$ cat src/rtl/regwb_queue.sv
// Register write-back queue: accepts ALU and load writes into an in-order FIFO,
// drains one entry per cycle to the register file port and forwards pending values.
module regwb_queue #(
  parameter int DEPTH = 4,
  parameter int AW    = 5,
  parameter int DW    = 32
) (
  input  logic                   clk,
  input  logic                   rst,
  input  logic                   alu_valid,
  input  logic [AW-1:0]          alu_rd,
  input  logic [DW-1:0]          alu_data,
  output logic                   alu_ready,
  input  logic                   ld_valid,
  input  logic [AW-1:0]          ld_rd,
  input  logic [DW-1:0]          ld_data,
  output logic                   ld_ready,
  input  logic                   stall,
  output logic [AW-1:0]          WriteRegister,
  output logic                   RegWrite,
  output logic [DW-1:0]          WriteData,
  input  logic [AW-1:0]          ra,
  input  logic [AW-1:0]          rb,
  output logic                   fwd_a_hit,
  output logic [DW-1:0]          fwd_a_data,
  output logic                   fwd_b_hit,
  output logic [DW-1:0]          fwd_b_data,
  output logic [$clog2(DEPTH):0] count
);

  localparam int PW = $clog2(DEPTH);
  localparam int CW = PW + 1;

  logic [AW-1:0] rd_mem   [DEPTH];
  logic [DW-1:0] data_mem [DEPTH];
  logic [PW-1:0] head;
  logic [PW-1:0] tail;
  logic          alu_acc;
  logic          ld_acc;
  logic          drain;
  logic [CW-1:0] n_acc;
  logic [PW-1:0] ld_slot;

  // Readiness looks only at registered occupancy; a same-edge drain never frees a slot.
  assign alu_ready = (count < CW'(DEPTH));
  assign ld_ready  = (count <= CW'(DEPTH - 2)) ||
                     ((count == CW'(DEPTH - 1)) && !alu_valid);

  assign alu_acc = alu_valid && alu_ready;
  assign ld_acc  = ld_valid && ld_ready;
  assign drain   = (count != '0) && !stall;
  assign n_acc   = CW'(alu_acc) + CW'(ld_acc);
  // When both sources are accepted the load lands behind the ALU entry.
  assign ld_slot = tail + PW'(alu_acc);

  // NOTE: sequential state uses non-blocking assignments so every register
  // samples pre-edge values, regardless of statement order.
  always_ff @(posedge clk) begin
    if (rst) begin
      head          <= '0;
      tail          <= '0;
      count         <= '0;
      RegWrite      <= 1'b0;
      WriteRegister <= '0;
      WriteData     <= '0;
    end else begin
      tail     <= tail + PW'(n_acc);
      head     <= head + PW'(drain);
      count    <= count + n_acc - CW'(drain);
      RegWrite <= drain;
      if (drain) begin
        WriteRegister <= rd_mem[head];
        WriteData     <= data_mem[head];
      end
    end
  end

  // NOTE: the entry storage has no reset; occupancy and pointers alone decide
  // which slots are meaningful, so stale contents are never observed.
  always_ff @(posedge clk) begin
    if (alu_acc) begin
      rd_mem[tail]   <= alu_rd;
      data_mem[tail] <= alu_data;
    end
    if (ld_acc) begin
      rd_mem[ld_slot]   <= ld_rd;
      data_mem[ld_slot] <= ld_data;
    end
  end

  // Forwarding: scan from oldest to newest so the newest match wins; the
  // output stage is the oldest candidate of all.
  // NOTE: every output gets a default at the top of the block, so no path
  // leaves a value unassigned and no latch is inferred.
  always_comb begin
    fwd_a_hit  = 1'b0;
    fwd_a_data = '0;
    fwd_b_hit  = 1'b0;
    fwd_b_data = '0;
    if (RegWrite && (WriteRegister == ra)) begin
      fwd_a_hit  = 1'b1;
      fwd_a_data = WriteData;
    end
    if (RegWrite && (WriteRegister == rb)) begin
      fwd_b_hit  = 1'b1;
      fwd_b_data = WriteData;
    end
    for (int j = 0; j < DEPTH; j++) begin
      if (CW'(j) < count) begin
        if (rd_mem[head + PW'(j)] == ra) begin
          fwd_a_hit  = 1'b1;
          fwd_a_data = data_mem[head + PW'(j)];
        end
        if (rd_mem[head + PW'(j)] == rb) begin
          fwd_b_hit  = 1'b1;
          fwd_b_data = data_mem[head + PW'(j)];
        end
      end
    end
  end

endmodule

$ cat config.mk
export PLATFORM = sky130hd
export DESIGN_NAME = regwb_queue
export DESIGN_NICKNAME = d
export VERILOG_FILES = /design/src/rtl/regwb_queue.sv
export SDC_FILE = /design/constraint.sdc
export NUM_CORES = 1
export LEC_CHECK = 0
export CAP_MARGIN = 20
export CORE_ASPECT_RATIO = 1.5
export CORE_UTILIZATION = 40
export DETAILED_ROUTE_END_ITERATION = 7
export PLACE_DENSITY_LB_ADDON = 0.08
export SETUP_SLACK_MARGIN = 0.15
export SLEW_MARGIN = 0
export SYNTH_ARGS = -nofsm -noshare
export SYNTH_HDL_FRONTEND = slang
export SYNTH_SLANG_ARGS = --single-unit
$ cat constraint.sdc
create_clock -name clk -period 11.1 [get_ports clk]
set_input_delay 2.22 -clock clk [delete_from_list [all_inputs] [get_ports clk]]
set_output_delay 2.22 -clock clk [all_outputs]
set_load 0.005 [all_outputs]
==> flow_metrics.env <==
export IMPL_num_rows=86
export IMPL_setup_ws_ps=2830
export IMPL_required_ps=8880
export IMPL_fin_crit_ps=8270
export IMPL_crit_chain="clkdlybuf4s50_1 > xnor2_1 > nor4_1 > a22oi_2 > buf_4 > nand2_2 > o31ai_1 > clkdlybuf4s50_1"
export IMPL_numCtsBuffers=17
export IMPL_clock_skew_ps=13.9
export IMPL_yosysWarnings=0
export IMPL_diodes=0
export IMPL_slowest_delay_ps=750
export IMPL_gr_usage_all_layers_pct=27.5
export IMPL_gp_congestion=0.839
export IMPL_cts_htree_levels=4
export IMPL_vdd_drop_max_v=0.000342
export IMPL_maxSlewHeadroom_pct=31.3
export IMPL_fin_setup_tns_ps=0
export IMPL_synth_seq_cells=193
export IMPL_wirelength_um=53000
export IMPL_synth_top_cells_by_area="edfxtp_1 29%, mux2_2 13%, mux2i_1 10%"
export IMPL_maxCapViolations=0
export IMPL_fmax_ghz=0.121
export IMPL_die_area_mm2=0.0386
export IMPL_crit_top_cell="clkdlybuf4s50_1"
export IMPL_nets=1715
export IMPL_cts_tree="done"
export IMPL_start_util_pct=40.9
export IMPL_insertion_delay_ps=470
export IMPL_numPlacedInstances=2082
export IMPL_synth_ff_type="edfxtp_1"
export IMPL_io_pins=198
export IMPL_grt_setup_unrepaired="false"
export IMPL_worst_pin_slew_ps=1030
export IMPL_synth_top_cell_area_share_pct=29.4
export IMPL_drc=0
export IMPL_cts_root_buf="clkbuf_16"
export IMPL_clkTransAtPathRegs_ps=70
export IMPL_grt_max_degree=95
export IMPL_worstSetupStartpointType="input pin"
export IMPL_finalSetupViolations=0
export IMPL_netlist_area_mm2=0.0151
export IMPL_antenna_left=0
export IMPL_finalHoldViolCount=0
export IMPL_die_y_um=240
export IMPL_hold_class="reg2reg"
export IMPL_fin_cells=2115
export IMPL_power_density_mw_per_mm2=237
export IMPL_end_kind="output port"
export IMPL_coreArea_mm2=0.0370
export IMPL_dr_first_iter_drc_count=860
export IMPL_synth_edf_count=148
export IMPL_clock_sinks=193
export IMPL_synth_largest_area_cell="edfxtp_1"
export IMPL_synth_cell_type_count=49
export IMPL_clock_path_buffers=2
export IMPL_area_delta_synth_final_pct=17.9
export IMPL_path_class="in2out"
export IMPL_synth_fp_nets=1629
export IMPL_vias=12900
export IMPL_viasPerCell=6.11
export IMPL_synth_top_cells_by_count="181 x mux2_2, 154 x mux2i_1, 148 x edfxtp_1"
export IMPL_cts_setup_buffers=0
export IMPL_dp_slack_ps=2780
export IMPL_num_fill_cells=3550
export IMPL_hpwl_um=32900
export IMPL_synthCells=1532
export IMPL_cp_max_fo=34
export IMPL_grt_pass1_vias=13000
export IMPL_yosys_cell_count_top_type="mux2_2"
export IMPL_synth_avg_cell_area_um2=9.88
export IMPL_finalCritPeriodShare_pct=74.5
export IMPL_io_buffer_count=197
export IMPL_outcome="finished, final reports clean"
export IMPL_gr_total_overflow=0
export IMPL_drv_slew=0
export IMPL_drt_pass1_iter_count=5
export IMPL_holdBufCountCts=0
export IMPL_p_leak_nw=6.13
export IMPL_synth_async_reset_ratio_pct=0
export IMPL_die_w_um=161
export IMPL_cp_arrival_ps=6050
export IMPL_crit_slowest_cell="nand2_2"
export IMPL_cts_resized=0
export IMPL_wl_per_cell_um=25.0
export IMPL_grt_pass1_wl_um=79000
export IMPL_final_layout_size_suffix_gt1_share_pct=18.6
export IMPL_seq_area_frac_synth_pct=35.3
export IMPL_antenna_found_initial=0
[per-layer routing]
layer | up-vias | global-route usage, % | share of wire (%)
li1 | 5929 | - | -
met2 | 532 | 49.6 | 52
met4 | 0 | 14.1 | 4.0
met5 | - | 0 | 0
met1 | 6344 | 31.9 | 39
met3 | 118 | 3.28 | 5.4
[per-stage QoR]
stage / hold slack (ps) / util (%) / total power [mW] / cell area, µm²
finish: 496 / 48.2 / 4.23 / 17800
global route: 512 / 48.2 / 4.48 / 17800
CTS: 495 / 48.2 / 4.23 / 17800
detailed placement: 485 / 46.6 / 3.59 / 17200
global placement: 473 / 46.6 / 3.57 / 17200
floorplan: 477 / - / 2.77 / 15100
[worst max-delay path, delay by kind of cell]
| family | cells | cell delay [ps] |
|---|---|---|
| buffers and inverters | 3 | 1870 |
| AND/OR/NAND/NOR | 2 | 850 |
| AO/OA/AOI/OAI | 2 | 790 |
| XOR/XNOR | 1 | 300 |
[cells in the final DEF, fill, tap and decap left out, types with 4 or more instances in the layout]
| cell type | count |
|---|---|
| nor2b_1 | 38 |
| clkinv_4 | 6 |
| o21ai_0 | 36 |
| clkbuf_16 | 18 |
| a21oi_1 | 98 |
| o31ai_2 | 18 |
| o21ai_4 | 5 |
| nor2_1 | 105 |
| nor4_1 | 4 |
| xnor2_1 | 41 |
| nand2_1 | 140 |
| o31ai_1 | 47 |
| mux2_2 | 181 |
| and2_1 | 30 |
| xor2_1 | 21 |
| mux4_2 | 13 |
| a211oi_1 | 64 |
| o31a_1 | 29 |
| buf_4 | 22 |
| nor4_2 | 5 |
| dfxtp_1 | 43 |
| ha_1 | 7 |
| or3_2 | 4 |
| inv_1 | 7 |
| nand2_2 | 5 |
| a221oi_1 | 64 |
| clkdlybuf4s50_1 | 196 |
| edfxtp_1 | 148 |
| nor3_1 | 32 |
| mux2i_1 | 154 |
[cells by family (layout without fill, tap and decap cells)]
logic type | count (synthesis) | in the layout | share of synthesized area, %
AOI/OAI and AO/OA | 373 | 373 | 17.7
xor gates and xnor gates | 62 | 62 | 3.59
adders and majority gates | 8 | 8 | 0.711
buffers and inverters | 162 | 261 | 5.20
DFF | 193 | 193 | 35.3
muxes | 350 | 350 | 25.8
and+or+nand+nor | 384 | 384 | 11.8
[flip-flops by register name, summed over array words and instances, names as in the netlist]
name           count
head               2
tail               2
WriteRegister      5
WriteData         32
data_mem         128
count              3
rd_mem            20
RegWrite           1
[final timing paths]
| kind | slack [ps] | to | startpoint | cells past startpoint |
|---|---|---|---|---|
| worst max-delay path | 2830 | fwd_a_data[31] | ra[3] | 8 |
| worst min-delay path | 500 | WriteData[31]$_SDFFE_PP0P_ | WriteData[31]$_SDFFE_PP0P_ | 2 |
| worst max register to register | 7890 | data_mem[1][0]$_DFFE_PP_ | count[2]$_SDFF_PP0_ | 7 |
| worst min register to register | 500 | WriteData[31]$_SDFFE_PP0P_ | WriteData[31]$_SDFFE_PP0P_ | 2 |
[report_power, final]
| group | internal [mW] | switching [mW] | total [mW] |
|---|---|---|---|
| registers | 1.11 | 0.206 | 1.32 |
| logic | 0.925 | 1.34 | 2.27 |
| clock network | 0.334 | 0.302 | 0.636 |
[layout make-up]
class / instances / area (µm²) / area share [%]
inverter: 9 / 36.3 / 0.203
sequential: 193 / 5350 / 30.0
timing repair buffer: 220 / 2150 / 12.1
tap: 484 / 606 / 3.39
clock buffer: 20 / 468 / 2.62
clock inverter: 12 / 125 / 0.701
multi-input combinational: 1177 / 9110 / 51.0
(Power assumes the default switching activity.)
